$ cat config.mk
export PLATFORM = sky130hd
export DESIGN_NAME = uart_tx
export DESIGN_NICKNAME = d
export VERILOG_FILES = /design/src/rtl/uart_pkg.sv /design/src/rtl/uart_baud_tick.sv /design/src/rtl/uart_tx.sv
export SDC_FILE = /design/constraint.sdc
export NUM_CORES = 1
export LEC_CHECK = 0
export ABC_AREA = 1
export BUFFER_PORTS_ARGS = -buffer_cell sky130_fd_sc_hd__buf_2
export CAP_MARGIN = 20
export CORE_MARGIN = 2
export CORE_UTILIZATION = 50
export CTS_CLUSTER_DIAMETER = 60
export DETAILED_ROUTE_END_ITERATION = 7
export GPL_TIMING_DRIVEN = 0
export PLACE_DENSITY = 0.82
export SETUP_SLACK_MARGIN = 0.02
export SLEW_MARGIN = 25
export SYNTH_ARGS = -nofsm -noshare
export SYNTH_HDL_FRONTEND = slang
export SYNTH_SLANG_ARGS = --single-unit
$ cat constraint.sdc
create_clock -name CLOCK_50 -period 1.5 [get_ports CLOCK_50]
set_input_delay 0.3 -clock CLOCK_50 [delete_from_list [all_inputs] [get_ports CLOCK_50]]
set_output_delay 0.3 -clock CLOCK_50 [all_outputs]
set_load 0.01 [all_outputs]
$ cat src/rtl/uart_pkg.sv
// Shared UART definitions: state encoding, frame geometry
// and the parity helper used by both directions.
package uart_pkg;

  localparam int FRAME_BITS = 11;
  localparam int DATA_BITS  = 8;
  localparam int IDX_W      = $clog2(DATA_BITS);

  typedef enum logic [2:0] {
    S_IDLE,
    S_START,
    S_DATA,
    S_PARITY,
    S_STOP
  } uart_state_e;

  function automatic logic parity_bit(
    input logic [DATA_BITS-1:0] d,
    input logic                 odd
  );
    return odd ? ~^d : ^d;
  endfunction

endpackage

$ cat src/rtl/uart_baud_tick.sv
// Bit-period counter: one-cycle tick every CLKS_PER_BIT
// cycles, restartable so a frame starts on a clean boundary.
module uart_baud_tick #(
  parameter int CLKS_PER_BIT = 50
) (
  input  logic clk,
  input  logic reset,
  input  logic clear,
  output logic tick
);

  localparam int CW = $clog2(CLKS_PER_BIT);
  localparam logic [CW-1:0] LAST = CW'(CLKS_PER_BIT - 1);

  logic [CW-1:0] cnt_q;
  logic [CW-1:0] cnt_d;

  always_comb begin
    tick  = (cnt_q == LAST);
    cnt_d = cnt_q + CW'(1);
    if (tick || clear) begin
      cnt_d = '0;
    end
  end

  always_ff @(posedge clk) begin
    if (reset) begin
      cnt_q <= '0;
    end else begin
      cnt_q <= cnt_d;
    end
  end

endmodule

$ cat src/rtl/uart_tx.sv
// UART transmitter: start, 8 data bits LSB first, parity,
// stop. Line output is registered from next-state values.
module uart_tx
  import uart_pkg::*;
#(
  parameter int CLKS_PER_BIT = 50,
  parameter bit PARITY_ODD   = 1'b1
) (
  input  logic       CLOCK_50,
  input  logic       reset,
  input  logic       tx_start,
  input  logic [7:0] tx_data,
  output logic       tx,
  output logic       busy,
  output logic       done
);

  uart_state_e    state_q, state_d;
  logic [IDX_W-1:0] idx_q, idx_d;
  logic [7:0]     data_q, data_d;
  logic           tx_q, tx_d;
  logic           done_q, done_d;
  logic           accept;
  logic           tick;

  uart_baud_tick #(
    .CLKS_PER_BIT(CLKS_PER_BIT)
  ) u_tick (
    .clk  (CLOCK_50),
    .reset(reset),
    .clear(accept),
    .tick (tick)
  );

  always_comb begin
    state_d = state_q;
    idx_d   = idx_q;
    data_d  = data_q;
    done_d  = 1'b0;
    accept  = 1'b0;
    unique case (state_q)
      S_IDLE: begin
        if (tx_start) begin
          accept  = 1'b1;
          data_d  = tx_data;
          idx_d   = '0;
          state_d = S_START;
        end
      end
      S_START: begin
        if (tick) state_d = S_DATA;
      end
      S_DATA: begin
        if (tick) begin
          if (idx_q == IDX_W'(DATA_BITS - 1)) begin
            state_d = S_PARITY;
          end
          idx_d = idx_q + IDX_W'(1);
        end
      end
      S_PARITY: begin
        if (tick) state_d = S_STOP;
      end
      S_STOP: begin
        if (tick) begin
          state_d = S_IDLE;
          done_d  = 1'b1;
        end
      end
      default: state_d = S_IDLE;
    endcase
  end

  // Drive tx from the upcoming state so it lands with it.
  always_comb begin
    tx_d = 1'b1;
    unique case (state_d)
      S_START:  tx_d = 1'b0;
      S_DATA:   tx_d = data_d[idx_d];
      S_PARITY: tx_d = parity_bit(data_d, PARITY_ODD);
      default:  tx_d = 1'b1;
    endcase
  end

  always_ff @(posedge CLOCK_50) begin
    if (reset) begin
      state_q <= S_IDLE;
      idx_q   <= '0;
      data_q  <= '0;
      tx_q    <= 1'b1;
      done_q  <= 1'b0;
    end else begin
      state_q <= state_d;
      idx_q   <= idx_d;
      data_q  <= data_d;
      tx_q    <= tx_d;
      done_q  <= done_d;
    end
  end

  assign tx   = tx_q;
  assign busy = (state_q != S_IDLE);
  assign done = done_q;

endmodule

==> out/metrics.csv <==
stage;metric;value;unit
outcome;status;finished with violations;
outcome;failing checks;DRC, setup timing;
clocking;clock-pin transition on the worst setup and hold timing paths;120;ps
critical_path;Worst Setup End Kind;flip-flop;
clocking;# clock sinks;22;
grt;first-pass GRT wire length;6285;um
routing;Avg Vias per Cell;5.289;
power;internal power;0.9289;mW
power;total design power;1.395;mW
routing;1st-iter DRT viols;68;
power;switch share;33.43;%
routing;drt first pass iters;6;
timing;post-route clock period utilization;107.0;%
floorplan;Core ar.;0.002805;mm2
grt;vias in the first global route;1510;
finish;layout cells sized above 1;34.51;%
routing;via count;1666;
synth;post-synth net total;267;
synth;library cells used by synthesis;24;
grt;antenna violations before repair;0;
timing;final setup TNS;-149.6;ps
grt;largest net degree at the start of global routing;13;
synth;Synth async-reset ratio;0;%
routing;max layer used;met4;
synth;most frequent cell after synthesis;nand2_1;
synth;Syn Area/Cell;5.998;um2
synth;top cells by area, synth;dfxtp_1 (29%), nand2_1 (24%), nand3_1 (7.9%);
critical_path;crit start category;flip-flop;
floorplan;I/O pin cnt;14;
timing;Final Max Slew Viols;0;
timing;post-route minimum period;1605;ps
timing;final hold slack;205.1;ps
synth;Seq/Total Area, Yosys;29.14;%
grt;gr ovfl total;0;
timing;relative slew slack;65.21;%
place;I/O Buffers;12;
routing;Avg WL per Cell;12.41;um
synth;Mapped Area;0.001511;mm2
routing;DR WL met2;2022;um
power;share of total power in the clock network;23.9;%
critical_path;Req. time, crit path;1720;ps
synth;dominant cell type by area after synthesis;dfxtp_1;
power;Flop pwr share;45.1;%
floorplan;row count;19;
synth;Post-synth EDFFs;0;
critical_path;worst-path maximum fanout;5;
power;Comb power frac;31.0;%
clocking;Clock Latency Late Sink;310;ps
finish;Final Cell Area;0.001979;mm2
floorplan;Die W;58.98;um
routing;met3 wire length;221;um
floorplan;Starting Density;53.88;%
timing;Fin. Hold Viols;0;
power;switching power;0.4664;mW
hold_path;worst hold-check path type;input pin to flip-flop;
synth;Yosys reg bits;22;
clocking;Root Driver;clkbuf_4;
synth;YS warnings;0;
floorplan;die area;0.003479;mm2
place;HPWL after detailed placement;2514;um
timing;slack of the critical path;-104.6;ps
routing;post-route ant nets;0;
routing;# DRC;1;
job;maxcap violations;0;
finish;FILL cells;242;
synth;top post-synthesis cells by count;nand2_1 (95), inv_1 (32), nor2_1 (26);
routing;final WL;3910;um
clocking;total CTS buffers;3;
grt;Overall Global Routing Usage;23.45;%
timing;Max Clock Freq;0.6232;GHz
timing;RSZ-0062 raised after global routing;yes;
synth;Yosys top cell area share;29.14;%
clocking;CTS H-tree depth;1;
finish;layout net count;300;
timing;Final Skew;2.716;ps
clocking;TritonCTS clock tree;yes;
critical_path;CP Class;flip-flop to flip-flop;
synth;Primary FF master, synth;dfxtp_1;
place;Post-Place Worst Slack;-171.7;ps
timing;Worst Max-Slew Pin Slew;521.8;ps
finish;Area Growth Syn to Fin;30.96;%
routing;met1 WL;1587;um
power;Pwr per Cell Area;704.9;mW/mm2
power;VDD IR max;555.7;uV
critical_path;worst path arrival time;1820;ps
timing;# setup viols final;3;
clocking;Clock Tree Buf Depth;2;
power;static leakage;0.9703;nW
finish;Register Area;459.2;um2
floorplan;DIE HEIGHT;58.98;um
place;final RePlAce weighted congestion;0.9005;
place;Area after DPL;0.001620;mm2
finish;Antenna diodes;0;
synth;Mapped Cells;252;
finish;multi-input logic area;0.001061;mm2
worst paths after layout:
check,cells past startpoint,slack [ps],to,startpoint
setup / recovery,11,-100,tx$_SDFF_PP1_,state_q[2]$_SDFF_PP0_
hold / removal,2,210,data_q[5]$_SDFF_PP0_,reset
setup reg to reg,11,-100,tx$_SDFF_PP1_,state_q[2]$_SDFF_PP0_
hold reg to reg,2,530,u_tick.cnt_q[3]$_SDFF_PP0_,u_tick.cnt_q[3]$_SDFF_PP0_
critical path, stage by stage, from the launching register on:
cell and delay [ps]:
dfxtp_4 390, nor2_4 160, buf_6 160, nand4_1 130, nand2_4 120, nand2_2 60, nand2_2 90, nand3_2 60
nand2_1 100, nand2_1 70, nand3_1 80, nand3_1 70
logic make-up after synthesis:
kind of cell | after synthesis | synth area share, %
buffers and inverters | 44 | 12.17
adder cells (fa/ha/maj) | 4 | 3.311
flip-flops | 22 | 29.14
AND/OR/NAND/NOR | 166 | 49.09
XOR/XNOR | 4 | 2.318
AO/OA/AOI/OAI | 12 | 3.974
timing repair:
action / CTS / global route
cloned: 1 / 1
hold endpoints to repair: 0 / 0
endpoints found under the setup margin: 4 / 5
setup buffers: 7 / 7
resized for setup: 33 / 34
hold buffers: 0 / 0
pin swaps: 16 / 29
power groups by stage:
stage / Sequential, mW / Combinational, mW / Clock (mW)
3_3_place_gp: 0.645 / 0.305 / 0
2_1_floorplan: 0.643 / 0.238 / 0
6_report: 0.630 / 0.432 / 0.334
5_1_grt: 0.633 / 0.483 / 0.360
4_1_cts: 0.629 / 0.358 / 0.340
3_5_place_dp: 0.646 / 0.310 / 0
routing by layer:
layer  vias to the layer above  GRT usage [%]
li1                        851              -
met1                       759          29.01
met2                        44          41.43
met3                        12          3.493
met4                         0          7.792
met5                         -              0
stage by stage:
step                      std cells  util, %
final                           315    70.56
after CTS                       307    65.03
after global placement          295    57.76
after detailed placement        295    57.76
after global routing            315    70.56
after floorplan                 252        -
layout by cell type, fill, tap and decap left out, drive strengths merged:
master  count
xor2        1
nand4       9
a21oi       2
ha          4
dfxtp      22
nor2       29
buf        34
clkbuf      5
inv        37
nand3      25
nand2     100
nor3        3
o21ai      10
xnor2       3
area by class of cell:
cell class                      count  area share, %
Tap cell                           31          1.960
Buffer                              7          2.655
Inverter                           37          7.269
Sequential cell                    22          23.20
Clock buffer                        4          1.833
Multi-Input combinational cell    186          53.60
Timing Repair Buffer               28          9.482
flip-flops by register name (all words and copies together) (netlist names):
signal        flops
data_q            8
u_tick.cnt_q      6
tx                1
done              1
state_q           3
idx_q             3
Power figures use the tool's default switching activity.
